$ cat src/rtl/keccak_pkg.sv
// Shared constants and types for the SHAKE core pipeline stages.
package keccak_pkg;

  localparam int unsigned w             = 64;
  localparam int unsigned RATE_SHAKE128 = 1344;
  localparam int unsigned RATE_SHAKE256 = 1088;

  localparam int unsigned RATE_WORDS_128 = RATE_SHAKE128 / w;  // 21
  localparam int unsigned RATE_WORDS_256 = RATE_SHAKE256 / w;  // 17

  localparam logic [7:0] PAD_FIRST = 8'h1F;
  localparam logic [7:0] PAD_LAST  = 8'h80;

  typedef enum logic [1:0] {
    MODE_SHAKE128 = 2'b00,
    MODE_SHAKE256 = 2'b01,
    MODE_RSVD_2   = 2'b10,
    MODE_RSVD_3   = 2'b11
  } shake_mode_t;

  typedef enum logic [1:0] {
    IDLE,
    ABSORB,
    PAD,
    WAIT
  } load_state_t;

  // Rate in words for a mode; reserved encodings fall back to SHAKE256.
  function automatic logic [4:0] rate_words(input logic [1:0] mode);
    return (shake_mode_t'(mode) == MODE_SHAKE128) ? 5'(RATE_WORDS_128)
                                                  : 5'(RATE_WORDS_256);
  endfunction

endpackage

$ cat src/rtl/load_datapath.sv
// Block buffer, byte masking, SHAKE padding and byte/word counters for
// the load stage.
module load_datapath
  import keccak_pkg::*;
(
  input  logic                     clk,
  input  logic                     rst,
  input  logic [w-1:0]             data_in,
  input  logic                     hdr_take,
  input  logic                     word_take,
  input  logic                     pad_do,
  input  logic                     blk_clear,
  output logic [RATE_SHAKE128-1:0] rate_input,
  output logic [1:0]               operation_mode,
  output logic [31:0]              output_size,
  output logic                     hdr_zero,
  output logic                     final_word,
  output logic                     block_fill,
  output logic                     last_word,
  output logic                     rem_zero
);

  localparam int unsigned BYTES_MAX = RATE_SHAKE128 / 8;

  logic [RATE_SHAKE128-1:0] buffer;
  logic [RATE_SHAKE128-1:0] padded;
  logic [31:0]              remaining;
  logic [4:0]               word_idx;
  logic [4:0]               rw_last;
  logic [7:0]               rb_last;
  logic [7:0]               pad_pos;
  logic [3:0]               take;
  logic [w-1:0]             word_masked;

  assign rw_last = rate_words(operation_mode) - 5'd1;
  assign rb_last = {rate_words(operation_mode), 3'b000} - 8'd1;

  assign take       = (remaining >= 32'd8) ? 4'd8 : remaining[3:0];
  assign final_word = (remaining <= 32'd8);
  assign last_word  = (word_idx == rw_last);
  assign block_fill = last_word && (take == 4'd8);
  assign rem_zero   = (remaining == '0);
  assign hdr_zero   = (data_in[31:3] == '0);

  assign rate_input = buffer;

  // Zero the bytes of the incoming word that lie beyond the message end.
  always_comb begin
    word_masked = '0;
    for (int unsigned j = 0; j < 8; j++) begin
      if (j < 32'(take)) word_masked[8*j +: 8] = data_in[8*j +: 8];
    end
  end

  // Both pad markers are OR-ed in one pass so a shared byte becomes 0x9F.
  always_comb begin
    padded = buffer;
    for (int unsigned j = 0; j < BYTES_MAX; j++) begin
      if (j == 32'(pad_pos)) padded[8*j +: 8] = padded[8*j +: 8] | PAD_FIRST;
      if (j == 32'(rb_last)) padded[8*j +: 8] = padded[8*j +: 8] | PAD_LAST;
    end
  end

  // Header latch, word writes, padding and per-block clearing.
  always_ff @(posedge clk) begin
    if (rst) begin
      buffer         <= '0;
      remaining      <= '0;
      word_idx       <= '0;
      pad_pos        <= '0;
      operation_mode <= '0;
      output_size    <= '0;
    end else if (hdr_take) begin
      buffer         <= '0;
      remaining      <= {3'b000, data_in[31:3]};
      word_idx       <= '0;
      pad_pos        <= '0;
      operation_mode <= data_in[63:62];
      output_size    <= {2'b00, data_in[61:32]};
    end else if (word_take) begin
      buffer[w*word_idx +: w] <= word_masked;
      remaining <= remaining - {28'd0, take};
      word_idx  <= last_word ? '0 : word_idx + 5'd1;
      if (final_word) pad_pos <= {word_idx, 3'b000} + {4'd0, take};
    end else if (pad_do) begin
      buffer <= padded;
    end else if (blk_clear) begin
      buffer   <= '0;
      word_idx <= '0;
      pad_pos  <= '0;
    end
  end

endmodule

$ cat src/rtl/load_fsm.sv
// Control for the absorb-side load stage: state sequencing, handshakes
// and the first/last block flags.
module load_fsm
  import keccak_pkg::*;
(
  input  logic clk,
  input  logic rst,
  input  logic valid_in,
  input  logic rate_input_ack,
  input  logic hdr_zero,
  input  logic final_word,
  input  logic block_fill,
  input  logic last_word,
  input  logic rem_zero,
  output logic ready_out,
  output logic rate_input_valid,
  output logic first_input_block,
  output logic last_input_block,
  output logic hdr_take,
  output logic word_take,
  output logic pad_do,
  output logic blk_clear
);

  load_state_t state;

  assign hdr_take  = (state == IDLE)   && valid_in && ready_out;
  assign word_take = (state == ABSORB) && valid_in && ready_out;
  assign pad_do    = (state == PAD);
  assign blk_clear = (state == WAIT)   && rate_input_ack;

  // State register with registered handshake outputs and block flags.
  always_ff @(posedge clk) begin
    if (rst) begin
      state             <= IDLE;
      ready_out         <= 1'b0;
      rate_input_valid  <= 1'b0;
      first_input_block <= 1'b0;
      last_input_block  <= 1'b0;
    end else begin
      case (state)
        IDLE: begin
          ready_out <= 1'b1;
          if (hdr_take) begin
            first_input_block <= 1'b1;
            last_input_block  <= 1'b0;
            if (hdr_zero) begin
              state     <= PAD;
              ready_out <= 1'b0;
            end else begin
              state <= ABSORB;
            end
          end
        end
        ABSORB: begin
          if (word_take) begin
            if (final_word && !block_fill) begin
              state     <= PAD;
              ready_out <= 1'b0;
            end else if (last_word) begin
              state            <= WAIT;
              ready_out        <= 1'b0;
              rate_input_valid <= 1'b1;
            end
          end
        end
        PAD: begin
          state            <= WAIT;
          last_input_block <= 1'b1;
          rate_input_valid <= 1'b1;
        end
        WAIT: begin
          if (rate_input_ack) begin
            rate_input_valid  <= 1'b0;
            first_input_block <= 1'b0;
            if (last_input_block) begin
              state            <= IDLE;
              ready_out        <= 1'b1;
              last_input_block <= 1'b0;
            end else if (rem_zero) begin
              // message ended exactly on a block boundary: pad-only block follows
              state <= PAD;
            end else begin
              state     <= ABSORB;
              ready_out <= 1'b1;
            end
          end
        end
        default: begin
          state     <= IDLE;
          ready_out <= 1'b0;
        end
      endcase
    end
  end

endmodule

$ cat src/rtl/load_stage.sv
// Absorb-side input stage of the SHAKE core: header parse, block assembly,
// padding and hand-off to the permutation stage.
module load_stage
  import keccak_pkg::*;
(
  input  logic                     clk,
  input  logic                     rst,
  input  logic [w-1:0]             data_in,
  input  logic                     valid_in,
  output logic                     ready_out,
  output logic [RATE_SHAKE128-1:0] rate_input,
  output logic                     rate_input_valid,
  input  logic                     rate_input_ack,
  output logic                     first_input_block,
  output logic                     last_input_block,
  output logic [1:0]               operation_mode,
  output logic [31:0]              output_size
);

  logic hdr_take;
  logic word_take;
  logic pad_do;
  logic blk_clear;
  logic hdr_zero;
  logic final_word;
  logic block_fill;
  logic last_word;
  logic rem_zero;

  load_fsm u_fsm (
    .clk               (clk),
    .rst               (rst),
    .valid_in          (valid_in),
    .rate_input_ack    (rate_input_ack),
    .hdr_zero          (hdr_zero),
    .final_word        (final_word),
    .block_fill        (block_fill),
    .last_word         (last_word),
    .rem_zero          (rem_zero),
    .ready_out         (ready_out),
    .rate_input_valid  (rate_input_valid),
    .first_input_block (first_input_block),
    .last_input_block  (last_input_block),
    .hdr_take          (hdr_take),
    .word_take         (word_take),
    .pad_do            (pad_do),
    .blk_clear         (blk_clear)
  );

  load_datapath u_dp (
    .clk            (clk),
    .rst            (rst),
    .data_in        (data_in),
    .hdr_take       (hdr_take),
    .word_take      (word_take),
    .pad_do         (pad_do),
    .blk_clear      (blk_clear),
    .rate_input     (rate_input),
    .operation_mode (operation_mode),
    .output_size    (output_size),
    .hdr_zero       (hdr_zero),
    .final_word     (final_word),
    .block_fill     (block_fill),
    .last_word      (last_word),
    .rem_zero       (rem_zero)
  );

endmodule

$ cat config.mk
export PLATFORM = sky130hd
export DESIGN_NAME = load_stage
export DESIGN_NICKNAME = d
export VERILOG_FILES = /design/src/rtl/keccak_pkg.sv /design/src/rtl/load_datapath.sv /design/src/rtl/load_fsm.sv /design/src/rtl/load_stage.sv
export SDC_FILE = /design/constraint.sdc
export NUM_CORES = 2
export LEC_CHECK = 0
export ABC_AREA = 0
export CAP_MARGIN = 20
export CORE_AREA = 8 8 561 563
export CTS_BUF_LIST = sky130_fd_sc_hd__clkbuf_8
export DETAILED_ROUTE_END_ITERATION = 10
export DIE_AREA = 0 0 569 571
export PLACE_DENSITY = 0.33
export REMOVE_ABC_BUFFERS = 1
export SETUP_SLACK_MARGIN = 0.02
export SYNTH_ARGS = -nofsm -noshare
export SYNTH_HDL_FRONTEND = slang
export SYNTH_SLANG_ARGS = --single-unit
$ cat constraint.sdc
create_clock -name clk -period 10.42 [get_ports clk]
set_input_delay 3.126 -clock clk [delete_from_list [all_inputs] [get_ports clk]]
set_output_delay 3.126 -clock clk [all_outputs]
set_load 0.02 [all_outputs]
==> flow_summary.toml <==
[detailed_routing]
drc = 0
drt_pass1_iterations = 5
via_count = 56919
viasPerCell = 4.852
drtIter0Drc = 4818
drt_wl_total_um = 448000
antenna_left = 0
wl_per_cell_um = 38.19

[floorplanning]
die_area_um2 = 324900
dieHeight_um = 571
die_w_um = 569
initial_core_util = 0.1751
placeableCoreArea_um2 = 305000
num_io_pins = 1450
fp-row-count = 203

[finish]
fillCellCount = 32884
multi_input_area_um2 = 23260
drive_above_1_share = 0.1159
nNetsFinal = 7464
instances_no_fill = 11731
seq_area_um2 = 28570
syn_to_final_growth_pct = 48.28

[sta]
slew_headroom = 0.2030
setup_tns_ns = 0
max_freq_mhz = 151.1
slew_violations = 0
worst_pin_slew_ns = 1.195
fin_crit_ns = 6.618
hold_violations = 0
finalSetupViolations = 0
skew_ns = 0.06764
rsz0062_at_grt = "no"
fin_crit_sh = 0.6351

[pwr]
pwr_density_cell_nw_per_um2 = 203.5
swShare = 0.3866
p_seq_frac = 0.366
cellLeakagePower_nw = 28.49
internal_power_mw = 9.887
peakVddDrop_v = 0.0002082
p_sw_mw = 6.231
clkPwrFrac = 0.376
power_frac_comb = 0.258

[worst_setup_path]
crit_type = "in -> reg"
arrival_ns = 7.48
crit_required_ns = 11.28
path_max_fanout = 9
r2r_end = "u_dp.rate_input[487]"
crit_path_end_kind = "register"
worst-r2r-setup-slack_ns = 5.21
rr_worst_depth = 10
reg2reg_from = "u_dp.word_idx[1]"
startpoint_type = "primary input"

[synth]
ys.flop_type = "dfxtp_1"
ys_types = 83
syn_avg_cell_area_um2 = 9.056
synth_edf_count = 0
syn_inst = 5898
ys.warnings.count = 0
synth_area_um2 = 53410
synthTopCellsByArea = "dfxtp_1 53%, nor2_1 5.7%, o21ai_0 5.0%"
synthArstFlopShare = 0
synth_top_area_cell = "dfxtp_1"
ys_ff_latch = 1427
synth_seq_area_share = 0.5348
synth_top_area_frac = 0.5348

[clocking]
cts_hold_buf = 0
clkTransAtPathRegs_ns = 0.05
cts-root-buf = "clkbuf_8"
post-cts-setup-buffer-count = 0
numCtsBuffers = 296
htree_num_levels = 5
insertion_delay_ns = 1.00
cts_sinks = 1427
cts_resized = 0
cts_tree = "done"
cts_buffer_depth = 4

[grt]
grt_pass1_vias = 55593
grt_start_max_net_pins = 148
grt_use_total = 0.2606
antenna_found_initial = 48
grt-ovfl-total = 0
grt_pass1_wl_um = 573300

[min_path]
hold_depth = 2
min_to = "u_dp.remaining[31]"
hp-class = "reg -> reg"
min_from = "u_dp.remaining[31]"

[placement]
numPortBuffers = 1447
dp.cells = 11188
gp_congestion = 0.8368
post-dp-hpwl_um = 331100

[flow_run]
timing.max_cap.violations = 0

[outcome]
status = "complete, no violations"
==> cell usage in the layout (no fill, tap or decap), drive strengths merged, types with 90 or more instances in the layout <==
master         netlist  final
dfxtp             1427   1427
inv                 60    173
a221o              180    180
nor2               821    821
clkdlybuf4s50        0   1403
a21oi              400    400
a22o               109    109
clkbuf             369    369
nor3               197    197
a22oi              126    126
a32o                90     90
buf                107    266
o21ai              543    543
a31oi              119    119
nand2              460    460
nand3              164    164
==> registers in the layout, summed over array words and instances (netlist names) <==
name	flops
u_dp.rate_input	1344
u_fsm.state	2
u_dp.word_idx	5
u_dp.pad_pos	8
u_dp.remaining	32
u_dp.output_size	30
u_fsm.first_input_block	1
u_fsm.last_input_block	1
u_fsm.ready_out	1
u_dp.operation_mode	2
u_fsm.rate_input_valid	1
==> cell families (layout without fill, tap and decap cells) <==
family / count (synthesis) / count (layout) / synth area share
AOI/OAI and AO/OA: 1975 / 1975 / 0.2556
and+or+nand+nor: 1935 / 1935 / 0.1647
other: 2 / 30 / 0.0001406
muxes: 9 / 9 / 0.001757
buffers and inverters: 536 / 2241 / 0.04029
DFF: 1427 / 1427 / 0.5348
adders and majority gates: 6 / 6 / 0.001405
xor gates and xnor gates: 8 / 8 / 0.001312
==> area by class of cell <==
type / instances / share of cell area
clock buffer: 369 / 0.06412
inverter: 60 / 0.002844
tap: 4100 / 0.06477
sequential: 1427 / 0.3607
antenna: 27 / 0.0008531
multi-input combinational: 3936 / 0.2937
clock inverter: 143 / 0.009589
timing repair buffer: 1669 / 0.2034
==> worst max-delay path, stage by stage <==
cell and delay, ns:
clkdlybuf4s50_1 0.58, nand4b_1 0.57, nor3_1 0.59, nand4_1 0.87
nor2_1 1.26, nand2_1 0.24, o21ai_0 0.22
==> layer usage <==
| layer | global-route usage | share of wire |
|---|---|---|
| met2 | 0.4318 | 0.46 |
| met3 | 0.08642 | 0.088 |
| met5 | 0 | 0.000080 |
| met1 | 0.3093 | 0.40 |
| met4 | 0.1080 | 0.047 |
==> synthesized netlist by cell type, types with 49 or more instances <==
cell,count
o221a_2,55
nor3_1,178
nand2_1,459
o2bb2ai_1,60
o21ai_0,532
nor2b_1,49
a22o_1,109
inv_1,60
a31oi_1,112
nor2_1,807
buf_2,70
clkbuf_1,369
a32o_1,90
a22oi_1,126
o22ai_1,53
nand3_1,161
and2_1,62
a221o_1,180
a21oi_1,399
dfxtp_1,1427
==> how the worst max path moves through the flow <==
stage | slack, ns | start | cells past startpoint | to
2_1_floorplan | -31.68 | valid_in | 5 | u_dp.rate_input[1328]
3_3_place_gp | 3.02 | valid_in | 7 | u_dp.rate_input[487]
3_5_place_dp | 2.94 | valid_in | 7 | u_dp.rate_input[494]
4_1_cts | 4.05 | valid_in | 7 | u_dp.rate_input[487]
5_1_grt | 3.77 | valid_in | 7 | u_dp.rate_input[494]
6_report | 3.80 | valid_in | 7 | u_dp.rate_input[487]
==> metrics by stage <==
| step | setup WS, ns | instance area (um2) | hold slack (ns) | util | power (mW) |
|---|---|---|---|---|---|
| after floorplan | -31.68 | 51490 | 0.4119 | - | 7.573 |
| after global placement | 3.016 | 73000 | 0.4233 | 0.2393 | 10.18 |
| after detailed placement | 2.943 | 73220 | 0.4274 | 0.2400 | 10.20 |
| after CTS | 4.047 | 79060 | 0.4348 | 0.2592 | 16.32 |
| after global routing | 3.769 | 79140 | 0.4564 | 0.2594 | 16.70 |
| final | 3.802 | 79200 | 0.4368 | 0.2596 | 16.12 |
==> power groups by stage <==
stage | clock [mW] | combinational, mW | sequential (mW)
after CTS | 6.22 | 4.20 | 5.90
final | 6.06 | 4.16 | 5.90
after global placement | 0 | 4.17 | 6.01
after floorplan | 0 | 1.35 | 6.23
after detailed placement | 0 | 4.19 | 6.01
after global routing | 6.45 | 4.32 | 5.93
(Power assumes the default switching activity.)
